`src/rtl/load_store_unit_pkg.sv`:
```
// Shared definitions for the load/store unit: FSM state encoding, funct3
// access codes and the alignment helper used by the IDLE error check.
package lsu_defs;

  typedef enum logic [1:0] {
    ST_IDLE = 2'd0,
    ST_REQ  = 2'd1,
    ST_WAIT = 2'd2,
    ST_DONE = 2'd3
  } lsu_state_t;

  localparam logic [2:0] F3_LB  = 3'b000;
  localparam logic [2:0] F3_LH  = 3'b001;
  localparam logic [2:0] F3_LW  = 3'b010;
  localparam logic [2:0] F3_LBU = 3'b100;
  localparam logic [2:0] F3_LHU = 3'b101;
  localparam logic [2:0] F3_SB  = 3'b000;
  localparam logic [2:0] F3_SH  = 3'b001;
  localparam logic [2:0] F3_SW  = 3'b010;

  // Halfwords need an even address, words a 4-byte aligned one.
  // funct3[1:0] carries the size for both loads and stores.
  function automatic logic is_misaligned(input logic [2:0] f3, input logic [1:0] off);
    return ((f3[1:0] == 2'b01) && off[0]) ||
           ((f3[1:0] == 2'b10) && (off != 2'b00));
  endfunction

endpackage

```
`src/rtl/load_store_unit_load_data_formatter.sv`:
```
// Picks the addressed byte/half out of the bus read word and extends it
// to 32 bits according to funct3. Purely combinational.
module load_data_formatter
  import lsu_defs::*;
(
  input  logic [31:0] i_rdata,
  input  logic [1:0]  i_offset,
  input  logic [2:0]  i_funct3,
  output logic [31:0] o_data
);

  logic [7:0]  w_byte;
  logic [15:0] w_half;

  // Lane select followed by sign or zero extension.
  always_comb begin
    w_byte = i_rdata[{i_offset, 3'b000} +: 8];
    w_half = i_rdata[{i_offset[1], 4'b0000} +: 16];
    o_data = 32'h0;
    case (i_funct3)
      F3_LB:   o_data = {{24{w_byte[7]}}, w_byte};
      F3_LH:   o_data = {{16{w_half[15]}}, w_half};
      F3_LW:   o_data = i_rdata;
      F3_LBU:  o_data = {24'h0, w_byte};
      F3_LHU:  o_data = {16'h0, w_half};
      default: o_data = 32'h0;
    endcase
  end

endmodule

```
`src/rtl/load_store_unit.sv`:
```
// Multi-cycle load/store unit: turns the ALU result into a request/grant/
// response transaction on the data bus and stalls the core meanwhile.
//
// state | meaning
// IDLE  | waiting for a load/store; errors are checked here only
// REQ   | Bus_Req_o held with stable addr/we/wdata/be until grant
// WAIT  | load granted, waiting for Bus_Rvalid_i
// DONE  | access finished (or aborted); core retires, back to IDLE
module load_store_unit
  import lsu_defs::*;
#(
  parameter int TIMEOUT_CYCLES = 255
) (
  input  logic        clk,
  input  logic        reset,
  input  logic        Mem_Read_i,
  input  logic        Mem_Write_i,
  input  logic [2:0]  Funct3_i,
  input  logic [31:0] Address_i,
  input  logic [31:0] Store_Data_i,
  output logic [31:0] Load_Data_o,
  output logic        Stall_o,
  output logic        Access_Error_o,
  output logic        Bus_Timeout_o,
  output logic        Bus_Req_o,
  output logic        Bus_We_o,
  output logic [31:0] Bus_Addr_o,
  output logic [31:0] Bus_Wdata_o,
  output logic [3:0]  Bus_Be_o,
  input  logic        Bus_Gnt_i,
  input  logic        Bus_Rvalid_i,
  input  logic [31:0] Bus_Rdata_i
);

  localparam logic [7:0] TIMEOUT_LIMIT = 8'(TIMEOUT_CYCLES);

  lsu_state_t  r_state;
  logic [7:0]  r_cnt;
  logic [2:0]  r_funct3;
  logic [1:0]  r_offset;

  logic        w_req;
  logic        w_bad_f3;
  logic        w_error;
  logic        w_accept;
  logic        w_timeout;
  logic [7:0]  w_cnt_nxt;
  logic [3:0]  w_store_be;
  logic [31:0] w_store_wdata;
  logic [31:0] w_fmt;

  // Request decode and legality check; only meaningful in IDLE.
  always_comb begin
    w_req    = Mem_Read_i | Mem_Write_i;
    w_bad_f3 = 1'b0;
    if (Mem_Read_i)
      w_bad_f3 = (Funct3_i == 3'b011) || (Funct3_i == 3'b110) || (Funct3_i == 3'b111);
    else if (Mem_Write_i)
      w_bad_f3 = Funct3_i[2] || (Funct3_i == 3'b011);
    w_error  = (r_state == ST_IDLE) && w_req &&
               ((Mem_Read_i && Mem_Write_i) || w_bad_f3 ||
                is_misaligned(Funct3_i, Address_i[1:0]));
    w_accept = (r_state == ST_IDLE) && w_req && !w_error;
  end

  // Store lane replication and byte enables.
  always_comb begin
    w_store_be    = 4'b1111;
    w_store_wdata = Store_Data_i;
    case (Funct3_i[1:0])
      2'b00: begin
        w_store_be    = 4'b0001 << Address_i[1:0];
        w_store_wdata = {4{Store_Data_i[7:0]}};
      end
      2'b01: begin
        w_store_be    = Address_i[1] ? 4'b1100 : 4'b0011;
        w_store_wdata = {2{Store_Data_i[15:0]}};
      end
      default: begin
        w_store_be    = 4'b1111;
        w_store_wdata = Store_Data_i;
      end
    endcase
  end

  // Timeout fires on the cycle the REQ+WAIT count reaches the limit.
  always_comb begin
    w_cnt_nxt = r_cnt + 8'd1;
    w_timeout = ((r_state == ST_REQ) || (r_state == ST_WAIT)) &&
                (w_cnt_nxt == TIMEOUT_LIMIT);
    Stall_o   = w_accept || (r_state == ST_REQ) || (r_state == ST_WAIT);
  end

  load_data_formatter u_fmt (
    .i_rdata  (Bus_Rdata_i),
    .i_offset (r_offset),
    .i_funct3 (r_funct3),
    .o_data   (w_fmt)
  );

  // Transaction FSM with registered bus and status outputs.
  always_ff @(posedge clk or negedge reset) begin
    if (!reset) begin
      r_state        <= ST_IDLE;
      r_cnt          <= 8'h0;
      r_funct3       <= 3'b000;
      r_offset       <= 2'b00;
      Load_Data_o    <= 32'h0;
      Access_Error_o <= 1'b0;
      Bus_Timeout_o  <= 1'b0;
      Bus_Req_o      <= 1'b0;
      Bus_We_o       <= 1'b0;
      Bus_Addr_o     <= 32'h0;
      Bus_Wdata_o    <= 32'h0;
      Bus_Be_o       <= 4'h0;
    end else begin
      Access_Error_o <= 1'b0;
      Bus_Timeout_o  <= 1'b0;
      case (r_state)
        ST_IDLE: begin
          if (w_error) begin
            Access_Error_o <= 1'b1;
            Load_Data_o    <= 32'h0;
          end else if (w_accept) begin
            r_state     <= ST_REQ;
            r_cnt       <= 8'h0;
            r_funct3    <= Funct3_i;
            r_offset    <= Address_i[1:0];
            Bus_Req_o   <= 1'b1;
            Bus_We_o    <= Mem_Write_i;
            Bus_Addr_o  <= {Address_i[31:2], 2'b00};
            Bus_Wdata_o <= Mem_Write_i ? w_store_wdata : 32'h0;
            Bus_Be_o    <= Mem_Write_i ? w_store_be : 4'b1111;
          end
        end
        ST_REQ: begin
          r_cnt <= w_cnt_nxt;
          if (w_timeout) begin
            Bus_Timeout_o <= 1'b1;
            Bus_Req_o     <= 1'b0;
            Load_Data_o   <= 32'h0;
            r_state       <= ST_DONE;
          end else if (Bus_Gnt_i) begin
            Bus_Req_o <= 1'b0;
            r_state   <= Bus_We_o ? ST_DONE : ST_WAIT;
          end
        end
        ST_WAIT: begin
          r_cnt <= w_cnt_nxt;
          if (w_timeout) begin
            Bus_Timeout_o <= 1'b1;
            Load_Data_o   <= 32'h0;
            r_state       <= ST_DONE;
          end else if (Bus_Rvalid_i) begin
            Load_Data_o <= w_fmt;
            r_state     <= ST_DONE;
          end
        end
        default: begin
          r_state <= ST_IDLE;
        end
      endcase
    end
  end

endmodule

```
`config.mk`:
```
export PLATFORM = sky130hd
export DESIGN_NAME = load_store_unit
export DESIGN_NICKNAME = d
export VERILOG_FILES = /design/src/rtl/load_store_unit_pkg.sv /design/src/rtl/load_store_unit_load_data_formatter.sv /design/src/rtl/load_store_unit.sv
export SDC_FILE = /design/constraint.sdc
export NUM_CORES = 1
export LEC_CHECK = 0
export CORE_MARGIN = 3
export CORE_UTILIZATION = 62
export DETAILED_ROUTE_END_ITERATION = 10
export DONT_BUFFER_PORTS = 1
export GPL_ROUTABILITY_DRIVEN = 0
export HOLD_SLACK_MARGIN = 0.06
export PLACE_DENSITY = 0.75
export SLEW_MARGIN = 40
export SYNTH_ARGS = -nofsm -noshare
export SYNTH_HDL_FRONTEND = slang
export SYNTH_SLANG_ARGS = --single-unit
```
`constraint.sdc`:
```
create_clock -name clk -period 4.6 [get_ports clk]
set_clock_uncertainty 0.05 [all_clocks]
set_input_delay 0.92 -clock clk [delete_from_list [all_inputs] [get_ports clk]]
set_output_delay 0.92 -clock clk [all_outputs]
set_load 0.02 [all_outputs]
```
==> flow_summary_export.csv <==
group,metric,value,unit
run_status,outcome,"completed",
sta,finalCritPeriodShare,64.8,%
clock_network,cts_buffer_depth,2,
setup_path,r2r_setup_slack,1.74,ns
clock_network,cts_max_level,4,
final_layout,fin_area,6290,um^2
power,leakage,2.79,nW
yosys,ys_seq_area_share,51.3,%
yosys,synth_top_family_by_area,"compound AO/OA/AOI/OAI gates",
power,peakVddDrop,0.518,mV
sta,max_slew.worst_pin.slew,0.879,ns
power,clkPwrFrac,26.6,%
setup_path,endpoint_kind,"output pin",
floorplanning,die-area,10400,um^2
sta,relSlewSlack,41.3,%
setup_path,cp_data_required_time,3.63,ns
yosys,yosysTopAreaCell,"dfrtp_1",
clock_network,post_cts_buffers,0,
yosys,synth-simple-area-share,11.8,%
floorplanning,initial_core_util,64.5,%
worst_hold_path,hp-class,"in2async",
detailed_routing,wl_per_cell,21.9,um
yosys,synth_area_leaders,"dfrtp_1 51%, mux2_2 11%, nand2_1 7.4%",
power,power_frac_comb,25.9,%
floorplanning,core,8850,um^2
clock_network,cts.sinks,117,
setup_path,critPathTopFamily,"compound AO/OA/AOI/OAI gates",
yosys,yosysUniqueCellTypes,53,
sta,finalSetupViolCount,0,
detailed_routing,route.detailed.drc,0,
clock_network,cts_buffers,17,
floorplanning,die_w,102,um
final_layout,final_nets,645,
grt,antenna_found_initial,0,
clock_network,clk_pin_slew,0.06,ns
yosys,synth-xor-area-share,0.461,%
sta,hold_violations,0,
sta,min_period,2.98,ns
yosys,synth-main-ff-cell,"dfrtp_1",
placed_design,dpl_cell_area,5690,um^2
yosys,synth_mux_area_share,14.0,%
clock_network,cts_tree,"yes",
sta,setup_tns,0,ns
setup_path,reg2reg_depth,7,
final_layout,nFillCells,675,
final_layout,drive_gt1_share,18.5,%
yosys,synth_fa_ha_area_share,1.54,%
setup_path,r2r-start,"r_cnt[0]",
final_layout,fin_cells,654,
setup_path,cp-start-kind,"input pin",
sta,max_freq,335,MHz
setup_path,cp.arrival,2.01,ns
job,max_cap_violations,0,
power,p_int,0.00273,W
floorplanning,io_pins,210,
setup_path,r2r-end,"Load_Data_o[21]",
yosys,synth_top_area_share,51.3,%
sta,rsz0062_at_grt,"no",
power,pwr_density_cell,752,nW/um^2
sta,setup_slack,1.62,ns
setup_path,crit_chain,"a2111o_1 -> a211oi_2 -> nand3b_1 -> nand2_1",
placed_design,place_worst_setup_slack,1.64,ns
clock_network,clkLatencyLatePin,0.51,ns
yosys,ys_ff_latch,117,
clock_network,cts-root-buf,"clkbuf_8",
yosys,synthCells,547,
grt,grt_max_degree,118,
detailed_routing,detail-route-antenna-nets,0,
setup_path,cp_slowest_cell,"a2111o_1",
floorplanning,rows,34,
grt,grt-ovfl-total,0,
detailed_routing,post_drt_via_cell_ratio,6.49,
power,seq_power_share,47.5,%
yosys,syn-mean-instance-area,10.4,um^2
detailed_routing,wirelength,14.3,mm
power,switching_share,42.3,%
yosys,netlist_area,5700,um^2
floorplanning,die_y,102,um
yosys,synth-async-reset-ratio,100,%
final_layout,diodes,0,
yosys,synth_edf_count,0,
detailed_routing,drtPass1Iterations,8,
setup_path,slowest_delay,0.46,ns
placed_design,hpwl,9.92,mm
setup_path,cp_max_fo,3,
yosys,yosysWarnings,0,
detailed_routing,drt-initial-drc-count,268,
setup_path,critPathBufInv,0,
sta,drv_slew,0,
grt,grt_pass1_wl,22.2,mm
grt,grt_usage,27.4,%
final_layout,syn_to_final_growth,10.3,%
grt,grt_pass1_vias,4220,
detailed_routing,routed-via-count,4246,
power,switching_power,0.00200,W
setup_path,critPathKind,"in2out",
placed_design,placedCellCount,621,
placed_design,placement.io_buffers,0,
yosys,synth-compound-area-share,16.5,%
final cells by class:
class | instances | area, um^2 | share of cell area, %
clock buffer | 20 | 455 | 7.24
clock inverter | 12 | 119 | 1.89
multi-input combinational | 383 | 2560 | 40.7
sequential | 117 | 2930 | 46.5
inverter | 10 | 37.5 | 0.597
tap | 108 | 135 | 2.15
timing repair buffer | 4 | 57.6 | 0.915
cells by family (layout without fill, tap and decap cells):
family                   after synthesis  after routing
AND/OR/NAND/NOR                      154            154
AO/OA/AOI/OAI                        146            146
flip-flops                           117            117
multiplexers                          71             71
buffers and inverters                 48             46
adder cells (fa/ha/maj)                7              7
XOR/XNOR                               3              3
other                                  1              2
timing repair:
item / 4_1_cts / 5_1_grt
hold endpoints to repair: 117 / 0
gates resized for setup: 0 / 0
hold buffers: 1 / 0
layout by cell type, fill, tap and decap left out, drive strengths merged, types with 3 or more instances in the layout:
| master | n |
|---|---|
| dfrtp | 117 |
| nor2 | 8 |
| nand2 | 113 |
| o22ai | 32 |
| clkbuf | 20 |
| nand2b | 3 |
| a221oi | 9 |
| mux2i | 12 |
| inv | 14 |
| mux2 | 58 |
| clkinv | 7 |
| ha | 7 |
| o21ai | 48 |
| a211oi | 3 |
| nor3b | 4 |
| a222oi | 7 |
| buf | 4 |
| or2 | 3 |
| nor3 | 6 |
| a21oi | 23 |
| o211ai | 8 |
| a211o | 3 |
| nor2b | 4 |
| nand3 | 5 |
worst max-delay path by stage:
| stage | start | to | cells after the start |
|---|---|---|---|
| finish | Funct3_i[2] | Stall_o | 4 |
| global route | Funct3_i[2] | Stall_o | 4 |
| CTS | Funct3_i[2] | Stall_o | 4 |
| detailed placement | Funct3_i[2] | Stall_o | 4 |
| global placement | Funct3_i[2] | Load_Data_o[20] | 5 |
| floorplan | Funct3_i[2] | Stall_o | 6 |
per-stage QoR:
step	power, W	hold WS (ns)	util (%)
floorplan	0.00314	0.422	-
global placement	0.00336	0.447	63.9
detailed placement	0.00345	0.459	64.3
CTS	0.00474	0.334	71.1
global route	0.00500	0.297	71.1
finish	0.00473	0.316	71.1
metal layers:
metal / vias up / wire (um) / GRT usage, %
li1: 1927 / - / -
met1: 2036 / 5540 / 35.0
met2: 248 / 6860 / 43.2
met3: 35 / 1610 / 9.76
met4: 0 / 329 / 10.3
met5: - / 0 / 0
state kept, by name (all words and copies together) (netlist names):
signal	cells
r_offset	2
Bus_Req_o	1
Bus_Timeout_o	1
Bus_Addr_o	30
Bus_We_o	1
Load_Data_o	32
Bus_Be_o	4
Bus_Wdata_o	32
r_funct3	3
Access_Error_o	1
r_state	2
r_cnt	8
power groups by stage:
stage / sequential, W / clock [W] / combinational, W
finish: 0.00225 / 0.00126 / 0.00122
global route: 0.00230 / 0.00133 / 0.00136
CTS: 0.00226 / 0.00127 / 0.00121
global placement: 0.00224 / 0 / 0.00112
detailed placement: 0.00227 / 0 / 0.00118
floorplan: 0.00211 / 0 / 0.00103
cells in the mapped netlist (4+ instances only):
library cell / number
a222oi_1: 7
inv_1: 9
buf_2: 8
nand2_1: 113
o22ai_1: 32
buf_4: 5
o211ai_1: 8
a21oi_1: 23
buf_6: 4
ha_1: 7
dfrtp_1: 117
nand3_1: 5
buf_1: 4
mux2i_1: 11
mux2_1: 4
nor3_1: 5
nor2b_1: 4
clkbuf_1: 17
a221oi_1: 9
nor2_1: 8
o21ai_0: 47
mux2_2: 54
No activity file was read; power rests on OpenSTA's default activity.
